$ cat src/rtl/pipe_pkg.sv
// Shared definitions for the pipeline hazard scoreboard.
// Entry dest fields are stored at MAX_REG_ADDR_LEN bits, zero-extended from
// the configured register-address width.
package pipe_pkg;

    localparam int unsigned DEF_REG_ADDR_LEN = 5;
    localparam int unsigned DEF_DEPTH        = 3;
    localparam int unsigned MAX_REG_ADDR_LEN = 16;

    // Operand-select code meaning "take the register file value"
    localparam int unsigned FWD_REGFILE = 0;

    typedef struct packed {
        logic                        valid;
        logic [MAX_REG_ADDR_LEN-1:0] dest;
        logic                        is_load;
    } entry_t;

endpackage

$ cat src/rtl/pipe_src_resolve.sv
// Priority matcher for one ID source operand: finds the youngest valid
// in-flight entry writing the source register and reports whether its
// result is already forwardable from that stage.
module pipe_src_resolve
    import pipe_pkg::*;
#(
    parameter int unsigned REG_ADDR_LEN = DEF_REG_ADDR_LEN,
    parameter int unsigned DEPTH        = DEF_DEPTH,
    parameter int unsigned ALU_THR      = 0,
    parameter int unsigned LOAD_THR     = 1,
    parameter int unsigned SEL_W        = 2
) (
    input  entry_t [DEPTH-1:0]      entries,
    input  logic [REG_ADDR_LEN-1:0] src,
    input  logic                    use_src,
    output logic                    hit,
    output logic                    ready,
    output logic [SEL_W-1:0]        sel
);

    logic [MAX_REG_ADDR_LEN-1:0] src_ext;

    assign src_ext = MAX_REG_ADDR_LEN'(src);

    // Scan from entry 0 upward; the first hit is the youngest producer
    always_comb begin
        hit   = 1'b0;
        ready = 1'b0;
        sel   = SEL_W'(FWD_REGFILE);
        for (int unsigned k = 0; k < DEPTH; k++) begin
            if (!hit && use_src && (src != '0) &&
                entries[k].valid && (entries[k].dest == src_ext)) begin
                hit   = 1'b1;
                ready = entries[k].is_load ? (k >= LOAD_THR) : (k >= ALU_THR);
                sel   = SEL_W'(k + 1);
            end
        end
    end

endmodule

$ cat src/rtl/pipe_hazard_scoreboard.sv
// Pipeline hazard scoreboard: tracks destinations of in-flight instructions,
// raises stall on unresolvable RAW hazards and selects forwarding sources.
// Optional feature macro: PIPE_FWD_EN (operand forwarding). Without it any
// pending producer of a used source stalls ID and fwd_sel stays 0.
module pipe_hazard_scoreboard
    import pipe_pkg::*;
#(
    parameter int unsigned REG_ADDR_LEN = DEF_REG_ADDR_LEN,
    parameter int unsigned DEPTH        = DEF_DEPTH,
    parameter int unsigned ALU_RDY      = 0,
    parameter int unsigned LOAD_RDY     = 1,
    parameter int unsigned FLUSH_DEPTH  = 1
) (
    input  logic                       clk,
    input  logic                       rst,
    input  logic                       id_valid,
    input  logic [REG_ADDR_LEN-1:0]    id_rs,
    input  logic [REG_ADDR_LEN-1:0]    id_rt,
    input  logic                       id_use_rs,
    input  logic                       id_use_rt,
    input  logic                       id_reg_write,
    input  logic [REG_ADDR_LEN-1:0]    id_dest,
    input  logic                       id_is_load,
    input  logic                       flush,
    output logic                       stall,
    output logic                       issue,
    output logic [$clog2(DEPTH+1)-1:0] fwd_sel_a,
    output logic [$clog2(DEPTH+1)-1:0] fwd_sel_b,
    output logic [15:0]                stall_cnt
);

    localparam int unsigned SEL_W = $clog2(DEPTH + 1);

    // With forwarding disabled the readiness thresholds are pushed past the
    // last entry, so every match is "not ready": it stalls and never forwards.
`ifdef PIPE_FWD_EN
    localparam int unsigned ALU_THR  = ALU_RDY;
    localparam int unsigned LOAD_THR = LOAD_RDY;
`else
    localparam int unsigned ALU_THR  = DEPTH;
    localparam int unsigned LOAD_THR = DEPTH;
`endif

    if (!(DEPTH >= 1 && ALU_RDY <= LOAD_RDY && LOAD_RDY < DEPTH &&
          FLUSH_DEPTH <= DEPTH && REG_ADDR_LEN >= 1 &&
          REG_ADDR_LEN <= MAX_REG_ADDR_LEN)) begin : g_bad_config
        $error("pipe_hazard_scoreboard: illegal parameter combination");
    end

    entry_t [DEPTH-1:0] entries;
    entry_t [DEPTH-1:0] entries_nxt;

    logic             hit_a, hit_b;
    logic             ready_a, ready_b;
    logic [SEL_W-1:0] sel_a, sel_b;

    pipe_src_resolve #(
        .REG_ADDR_LEN (REG_ADDR_LEN),
        .DEPTH        (DEPTH),
        .ALU_THR      (ALU_THR),
        .LOAD_THR     (LOAD_THR),
        .SEL_W        (SEL_W)
    ) u_res_a (
        .entries (entries),
        .src     (id_rs),
        .use_src (id_use_rs),
        .hit     (hit_a),
        .ready   (ready_a),
        .sel     (sel_a)
    );

    pipe_src_resolve #(
        .REG_ADDR_LEN (REG_ADDR_LEN),
        .DEPTH        (DEPTH),
        .ALU_THR      (ALU_THR),
        .LOAD_THR     (LOAD_THR),
        .SEL_W        (SEL_W)
    ) u_res_b (
        .entries (entries),
        .src     (id_rt),
        .use_src (id_use_rt),
        .hit     (hit_b),
        .ready   (ready_b),
        .sel     (sel_b)
    );

    // Hazard decision and operand selection; flush overrides stall
    always_comb begin
        stall     = id_valid & ~flush & ((hit_a & ~ready_a) | (hit_b & ~ready_b));
        issue     = id_valid & ~stall & ~flush;
        fwd_sel_a = (hit_a & ready_a & ~stall) ? sel_a : SEL_W'(FWD_REGFILE);
        fwd_sel_b = (hit_b & ready_b & ~stall) ? sel_b : SEL_W'(FWD_REGFILE);
    end

    // Next tracker contents: ID enters entry 0, others shift, flush kills youngest
    always_comb begin
        entries_nxt            = '0;
        entries_nxt[0].valid   = issue & id_reg_write & (id_dest != '0);
        entries_nxt[0].dest    = MAX_REG_ADDR_LEN'(id_dest);
        entries_nxt[0].is_load = id_is_load;
        for (int unsigned k = 1; k < DEPTH; k++) begin
            if (flush && ((k - 1) < FLUSH_DEPTH)) begin
                entries_nxt[k] = '0;
            end else begin
                entries_nxt[k] = entries[k-1];
            end
        end
    end

    // Tracker register
    always_ff @(posedge clk) begin
        if (rst) begin
            entries <= '0;
        end else begin
            entries <= entries_nxt;
        end
    end

    // Saturating count of stall cycles
    always_ff @(posedge clk) begin
        if (rst) begin
            stall_cnt <= '0;
        end else if (stall && (stall_cnt != '1)) begin
            stall_cnt <= stall_cnt + 16'd1;
        end
    end

endmodule

$ cat config.mk
export PLATFORM = sky130hd
export DESIGN_NAME = pipe_hazard_scoreboard
export DESIGN_NICKNAME = d
export VERILOG_FILES = /design/src/rtl/pipe_pkg.sv /design/src/rtl/pipe_src_resolve.sv /design/src/rtl/pipe_hazard_scoreboard.sv
export SDC_FILE = /design/constraint.sdc
export NUM_CORES = 1
export LEC_CHECK = 0
export ABC_CLOCK_PERIOD_IN_PS = 4850
export CAP_MARGIN = 20
export CORE_UTILIZATION = 35
export CTS_BUF_LIST = sky130_fd_sc_hd__clkbuf_8
export DETAILED_ROUTE_END_ITERATION = 8
export SLEW_MARGIN = 0
export SYNTH_ARGS = -nofsm -noshare
export SYNTH_HDL_FRONTEND = slang
export SYNTH_SLANG_ARGS = --single-unit
$ cat constraint.sdc
create_clock -name clk -period 4.85 [get_ports clk]
set_input_delay 0.97 -clock clk [delete_from_list [all_inputs] [get_ports clk]]
set_output_delay 0.97 -clock clk [all_outputs]
set_load 0.02 [all_outputs]
==> impl_metrics.env, run 1 <==
export IMPL_status="completed"
export IMPL_cts_htree_levels=2
export IMPL_grt_use_total_pct=16.34
export IMPL_cp_end_kind="primary output"
export IMPL_hold_class="reg2reg"
export IMPL_place_area_um2=2193
export IMPL_critical_path_max_fanout=4
export IMPL_max_freq_mhz=233.6
export IMPL_rsz0062_at_grt="false"
export IMPL_synth_top_family_by_area="simple AND/OR/NAND/NOR gates"
export IMPL_viasPerCell=5.162
export IMPL_synth_avg_cell_area_um2=8.997
export IMPL_numPortBuffers=39
export IMPL_ioPinCount=45
export IMPL_finalCritPeriodShare_pct=88.28
export IMPL_synthAdderAreaFrac_pct=0.6988
export IMPL_maxCapViolations=0
export IMPL_total_power_mw=0.6596
export IMPL_chipHeight_um=73.53
export IMPL_grt_remaining_overflow=0
export IMPL_cts_setup_buffers=0
export IMPL_leakage_nw=0.8466
export IMPL_drive_above_1_share_pct=6.780
export IMPL_numClockSinks=34
export IMPL_setup_viol=0
export IMPL_place_gp_congestion=0.8163
export IMPL_yosysSeqAreaShare_pct=38.02
export IMPL_setup_tns_ps=0
export IMPL_dp_slack_ps=567.0
export IMPL_final_util_pct=48.96
export IMPL_cts_tree="built"
export IMPL_cts_resized=0
export IMPL_synthXorXnorAreaFrac_pct=14.68
export IMPL_nets=259
export IMPL_grt_max_degree=32
export IMPL_fp_dieArea_um2=5406
export IMPL_cts_root_buf="clkbuf_8"
export IMPL_arrival_ps=3310
export IMPL_antenna_left=0
export IMPL_drc=0
export IMPL_die_w_um=73.53
export IMPL_fin_crit_ps=4282
export IMPL_ir_drop_mv=0.1800
export IMPL_wl_um=4132
export IMPL_synth_simple_area_share_pct=28.58
export IMPL_drt_pass1_iter_count=4
export IMPL_power_per_cell_area_nw_per_um2=279.7
export IMPL_drt_iter0_drc=139
export IMPL_layout_setup_ws_ps=568.4
export IMPL_timing_hold_ws_ps=498.1
export IMPL_clk_pin_slew_ps=70
export IMPL_hpwlAfterDp_um=2911
export IMPL_finalHoldViolCount=0
export IMPL_diodes=0
export IMPL_initial_core_util_pct=37.17
export IMPL_yosys_register_bits=34
export IMPL_wl_per_cell_um=13.64
export IMPL_vias=1564
export IMPL_skew_ps=5.019
export IMPL_clkLatencyLatePin_ps=290
export IMPL_antenna_found_initial=0
export IMPL_required_ps=3880
export IMPL_core_area_um2=4817
export IMPL_cts_buffers=5
export IMPL_cts_buffer_depth=2
export IMPL_grt_pass1_wl_um=6527
export IMPL_startpoint_type="input port"
export IMPL_area_growth_pct=31.73
export IMPL_instances_no_fill=303
export IMPL_muxShareOfSynthArea_pct=1.258
export IMPL_synthesis_area_um2=1790
export IMPL_slew_viol_final=0
export IMPL_critical_path_class="in2out"
export IMPL_grt_pass1_vias=1307
export IMPL_num_rows=25
export IMPL_synth_cells=199
export IMPL_ys_types=33
export IMPL_dp_cells=294
export IMPL_final_area_um2=2359
export IMPL_holdBufCountCts=0
export IMPL_synth_compound_area_share_pct=11.11
export IMPL_ys_warn_count=0
Yosys cell counts:
cell type / count / area, um2
and2_1: 8 / 50.05
and3_4: 2 / 22.52
and3_1: 4 / 25.02
nand2_1: 4 / 15.01
nor2_1: 4 / 15.01
clkbuf_1: 4 / 15.01
mux2_2: 2 / 22.52
o21ai_1: 1 / 5.000
nand4_1: 5 / 31.28
xor2_1: 24 / 210.2
nor3b_1: 1 / 7.510
nor4bb_1: 1 / 10.01
buf_2: 3 / 15.01
inv_1: 2 / 7.510
and4_4: 1 / 11.26
a31oi_1: 2 / 12.51
nand3_1: 13 / 65.06
a21oi_1: 14 / 70.07
conb_1: 1 / 3.750
nor4_1: 7 / 43.79
buf_6: 2 / 22.52
xnor2_1: 6 / 52.55
o21ai_0: 4 / 20.02
ha_1: 1 / 12.51
and2_4: 1 / 8.760
buf_4: 4 / 30.03
buf_1: 2 / 7.510
or3_1: 1 / 6.260
o41ai_1: 1 / 8.760
or4_1: 15 / 112.6
dfxtp_1: 34 / 680.7
nor2b_1: 14 / 87.58
o31ai_1: 11 / 82.58
critical path, cell delays in order:
cell	delay (ps)
clkdlybuf4s50_1	550
xor2_1	230
nor4_1	300
nand3_1	150
a31oi_1	270
o21ai_1	120
inv_1	120
clkdlybuf4s50_1	610
placed cells by master (no fill, tap or decap), types with 2 or more instances in the layout:
cell type / Yosys / routed
a21oi_1: 14 / 14
nor2b_1: 14 / 14
mux2_2: 2 / 2
nand3_1: 13 / 13
o31ai_1: 11 / 11
xnor2_1: 6 / 6
nor2_1: 4 / 4
conb_1: 1 / 4
bufinv_16: 0 / 2
inv_1: 2 / 2
or4_1: 15 / 15
dfxtp_1: 34 / 34
and3_4: 2 / 2
a31oi_1: 2 / 2
nand2_1: 4 / 4
clkbuf_8: 0 / 5
and2_1: 8 / 8
and3_1: 4 / 4
nand4_1: 5 / 5
clkdlybuf4s50_1: 0 / 39
xor2_1: 24 / 24
nor4_1: 7 / 7
o21ai_0: 4 / 4
cells by family after synthesis:
family / count (synthesis)
AOI/OAI and AO/OA: 33
muxes: 2
xor gates and xnor gates: 30
DFF: 34
adders and majority gates: 1
and+or+nand+nor: 81
buffers and inverters: 17
other: 1
power breakdown:
part           total [mW]  switching, mW  internal, mW
Combinational      0.0566         0.0255        0.0311
Sequential          0.288        0.00446         0.283
Clock               0.315          0.109         0.206
per-layer routing:
layer	vias up	global-route usage [%]	share of wire (%)
met5	-	0	0
met4	0	6.410	1.5
met3	7	4.664	5.8
met2	36	21.71	42
met1	736	24.39	50
li1	785	-	-
registers in the layout, summed over array words and instances (netlist names):
register,cells
entries,18
stall_cnt,16
path summary, 6_finish.rpt:
path	start	to	slack [ps]	cells after the start
worst max-delay path	id_rs[2]	stall	570	8
worst min-delay path	stall_cnt[8]	stall_cnt[8]	500	2
worst max register to register	entries[1]	stall_cnt[15]	2410	8
worst min register to register	stall_cnt[8]	stall_cnt[8]	500	2
cell type report:
class,instances,area (um2)
clock inverter,3,68.82
tap,67,83.83
inverter,2,7.507
multi-input combinational,151,1023
timing repair buffer,41,425.4
fill,479,2459
clock buffer,5,68.82
sequential,34,680.7
(Power assumes the default switching activity.)
==> run 2: changes to the inputs <==
--- a/config.mk
+++ b/config.mk
@@ -8,8 +8,8 @@
 export ABC_CLOCK_PERIOD_IN_PS = 4850
 export CAP_MARGIN = 20
 export CORE_UTILIZATION = 35
-export CTS_BUF_LIST = sky130_fd_sc_hd__clkbuf_8
 export DETAILED_ROUTE_END_ITERATION = 8
+export RECOVER_POWER = 25
 export SLEW_MARGIN = 0
 export SYNTH_ARGS = -nofsm -noshare
 export SYNTH_HDL_FRONTEND = slang
==> run 2 against run 1 <==
  * Cell count unchanged
  * Via count is 0.96% lower
  * Hold slack is essentially flat
  * Register-to-register slack about the same
  * Clock skew hardly changed
  * Cell area is 1.0% lower
  * Core utilization shrank 0.49 points
  * Sequential power hardly changed
  * Wire length is 0.41% lower
  * Worst setup slack got worse by 7.9 ps
  * First-iteration DRC count is 0.72% lower
  * Critical path type unchanged
  * Critical endpoint unchanged
==> impl_metrics.env, run 2 (synthesis results as in run 1) <==
export IMPL_cts_root_buf="clkbuf_8"
export IMPL_setup_viol=0
export IMPL_status="completed"
export IMPL_cts_tree="built"
export IMPL_cts_buffers=5
export IMPL_finalHoldViolCount=0
export IMPL_slew_viol_final=0
export IMPL_critical_path_class="in2out"
export IMPL_max_freq_mhz=233.1
export IMPL_layout_commonest_cell="clkdlybuf4s50_1"
export IMPL_hold_class="reg2reg"
export IMPL_drt_iter0_drc=138
export IMPL_layout_area_seq_um2=680.7
export IMPL_drive_above_1_share_pct=6.356
export IMPL_drt_pass1_iter_count=4
export IMPL_drc=0
export IMPL_startpoint_type="input port"
export IMPL_vias=1549
export IMPL_setup_tns_ps=0
export IMPL_cts_buffer_depth=2
export IMPL_fp_dieArea_um2=5406
export IMPL_grt_max_degree=32
export IMPL_instances_no_fill=303
export IMPL_slowest_delay_ps=620
export IMPL_cp_cell_sequence="clkdlybuf4s50_1, xor2_1, nor4_1, nand3_1, a31oi_1, o21ai_1, inv_1, clkdlybuf4s50_1"
export IMPL_crit_buf_inv=3
export IMPL_grt_pass1_vias=1307
export IMPL_numClockSinks=34
export IMPL_viasPerCell=5.112
export IMPL_wl_um=4115
export IMPL_die_w_um=73.53
export IMPL_seqPwrFrac_pct=43.8
export IMPL_path_common_cell="clkdlybuf4s50_1"
export IMPL_clkLatencyLatePin_ps=290
export IMPL_total_power_mw=0.6574
export IMPL_diodes=0
export IMPL_layout_common_cells="clkdlybuf4s50_1, dfxtp_1, xor2_1"
export IMPL_cts_resized=0
export IMPL_antenna_found_initial=0
export IMPL_p_clk_share_pct=48.0
export IMPL_wl_per_cell_um=13.58
export IMPL_cp_end_kind="primary output"
export IMPL_power_switching_fraction_pct=21.16
export IMPL_arrival_ps=3320
export IMPL_multi_input_area_um2=1023
export IMPL_pwr_share_comb_pct=8.2
export IMPL_worst_path_max_delay_cell="clkdlybuf4s50_1"
export IMPL_num_rows=25
export IMPL_path_delay_family="buffers and inverters"
export IMPL_chipHeight_um=73.53
export IMPL_antenna_left=0
export IMPL_largest_reg_flops=18
export IMPL_power_per_cell_area_nw_per_um2=281.6
export IMPL_leakage_nw=0.8353
export IMPL_area_growth_pct=30.40
export IMPL_grt_remaining_overflow=0
export IMPL_clk_pin_slew_ps=70
export IMPL_fin_crit_ps=4289
export IMPL_initial_core_util_pct=37.17
export IMPL_p_sw_mw=0.1391
export IMPL_critical_path_max_fanout=4
export IMPL_required_ps=3880
export IMPL_core_area_um2=4817
export IMPL_holdBufCountCts=0
export IMPL_worst_pin_slew_ps=1038
export IMPL_numPortBuffers=39
export IMPL_top_register="entries"
export IMPL_ioPinCount=45
export IMPL_grt_use_total_pct=16.34
export IMPL_nets=259
export IMPL_skew_ps=4.839
export IMPL_hpwlAfterDp_um=2911
export IMPL_cts_setup_buffers=0
export IMPL_maxCapViolations=0
export IMPL_nFillCells=482
export IMPL_largestRegisters="entries: 18 flops, stall_cnt: 16 flops"
export IMPL_finalCritPeriodShare_pct=88.44
export IMPL_cts_htree_levels=2
export IMPL_place_gp_congestion=0.8163
export IMPL_grt_pass1_wl_um=6527
export IMPL_maxSlewHeadroom_pct=30.82
export IMPL_p_int_mw=0.5182
export IMPL_rsz0062_at_grt="false"
export IMPL_ir_drop_mv=0.1800
export IMPL_dp_cells=294
[run 2: cell types whose count changed in the layout (fill, tap and decap cells not counted), sizes merged]
cell | previous run | this run
clkbuf | 5 | 6
clkdlybuf4s50 | 39 | 38
dlygate4sd3 | 0 | 1
buf | 2 | 1
[run 2: path summary, 6_finish.rpt]
path / start / end / slack (ps) / cells past startpoint
setup reg to reg: entries[1] / stall_cnt[15] / 2410 / 8
setup / recovery: id_rs[2] / stall / 560 / 8
hold / removal: stall_cnt[8] / stall_cnt[8] / 500 / 2
hold reg to reg: stall_cnt[8] / stall_cnt[8] / 500 / 2
[run 2: area by class of cell]
class / instances / area share [%]
clock inverters: 3 / 2.947
flip-flops and latches: 34 / 29.15
inverters: 2 / 0.3215
well taps: 67 / 3.591
repair buffers: 41 / 17.20
clock buffers: 5 / 2.947
multi-input cells: 151 / 43.84
[run 2: worst min-delay path: stages (launching register included)]
cell and delay, ps:
dfxtp_1 330, o31ai_1 70, a21oi_1 50
[run 2: metrics by stage]
| step | hold WS [ps] | setup WS (ps) | util (%) | instance area, um2 |
|---|---|---|---|---|
| CTS | 500.5 | 560.0 | 48.39 | 2331 |
| global route | 517.6 | 478.1 | 48.47 | 2335 |
| detailed placement | 489.5 | 567.0 | 45.53 | 2193 |
| global placement | 487.1 | 575.9 | 45.53 | 2193 |
| finish | 498.2 | 560.5 | 48.47 | 2335 |
| floorplan | 451.9 | 1621 | - | 1802 |
[run 2: power by group through the flow]
stage	clock, mW	sequential [mW]	combinational, mW
final	0.315	0.288	0.0541
after global placement	0	0.294	0.0541
after global routing	0.339	0.288	0.0589
after detailed placement	0	0.294	0.0545
after CTS	0.321	0.288	0.0547
after floorplan	0	0.293	0.0287
[run 2: per-layer routing]
layer / global-route usage (%) / vias up / wire length, um
met5: 0 / - / 0
met4: 6.410 / 0 / 64
met3: 4.664 / 7 / 217
met2: 21.71 / 35 / 1765
met1: 24.39 / 721 / 2068
li1: - / 786 / -
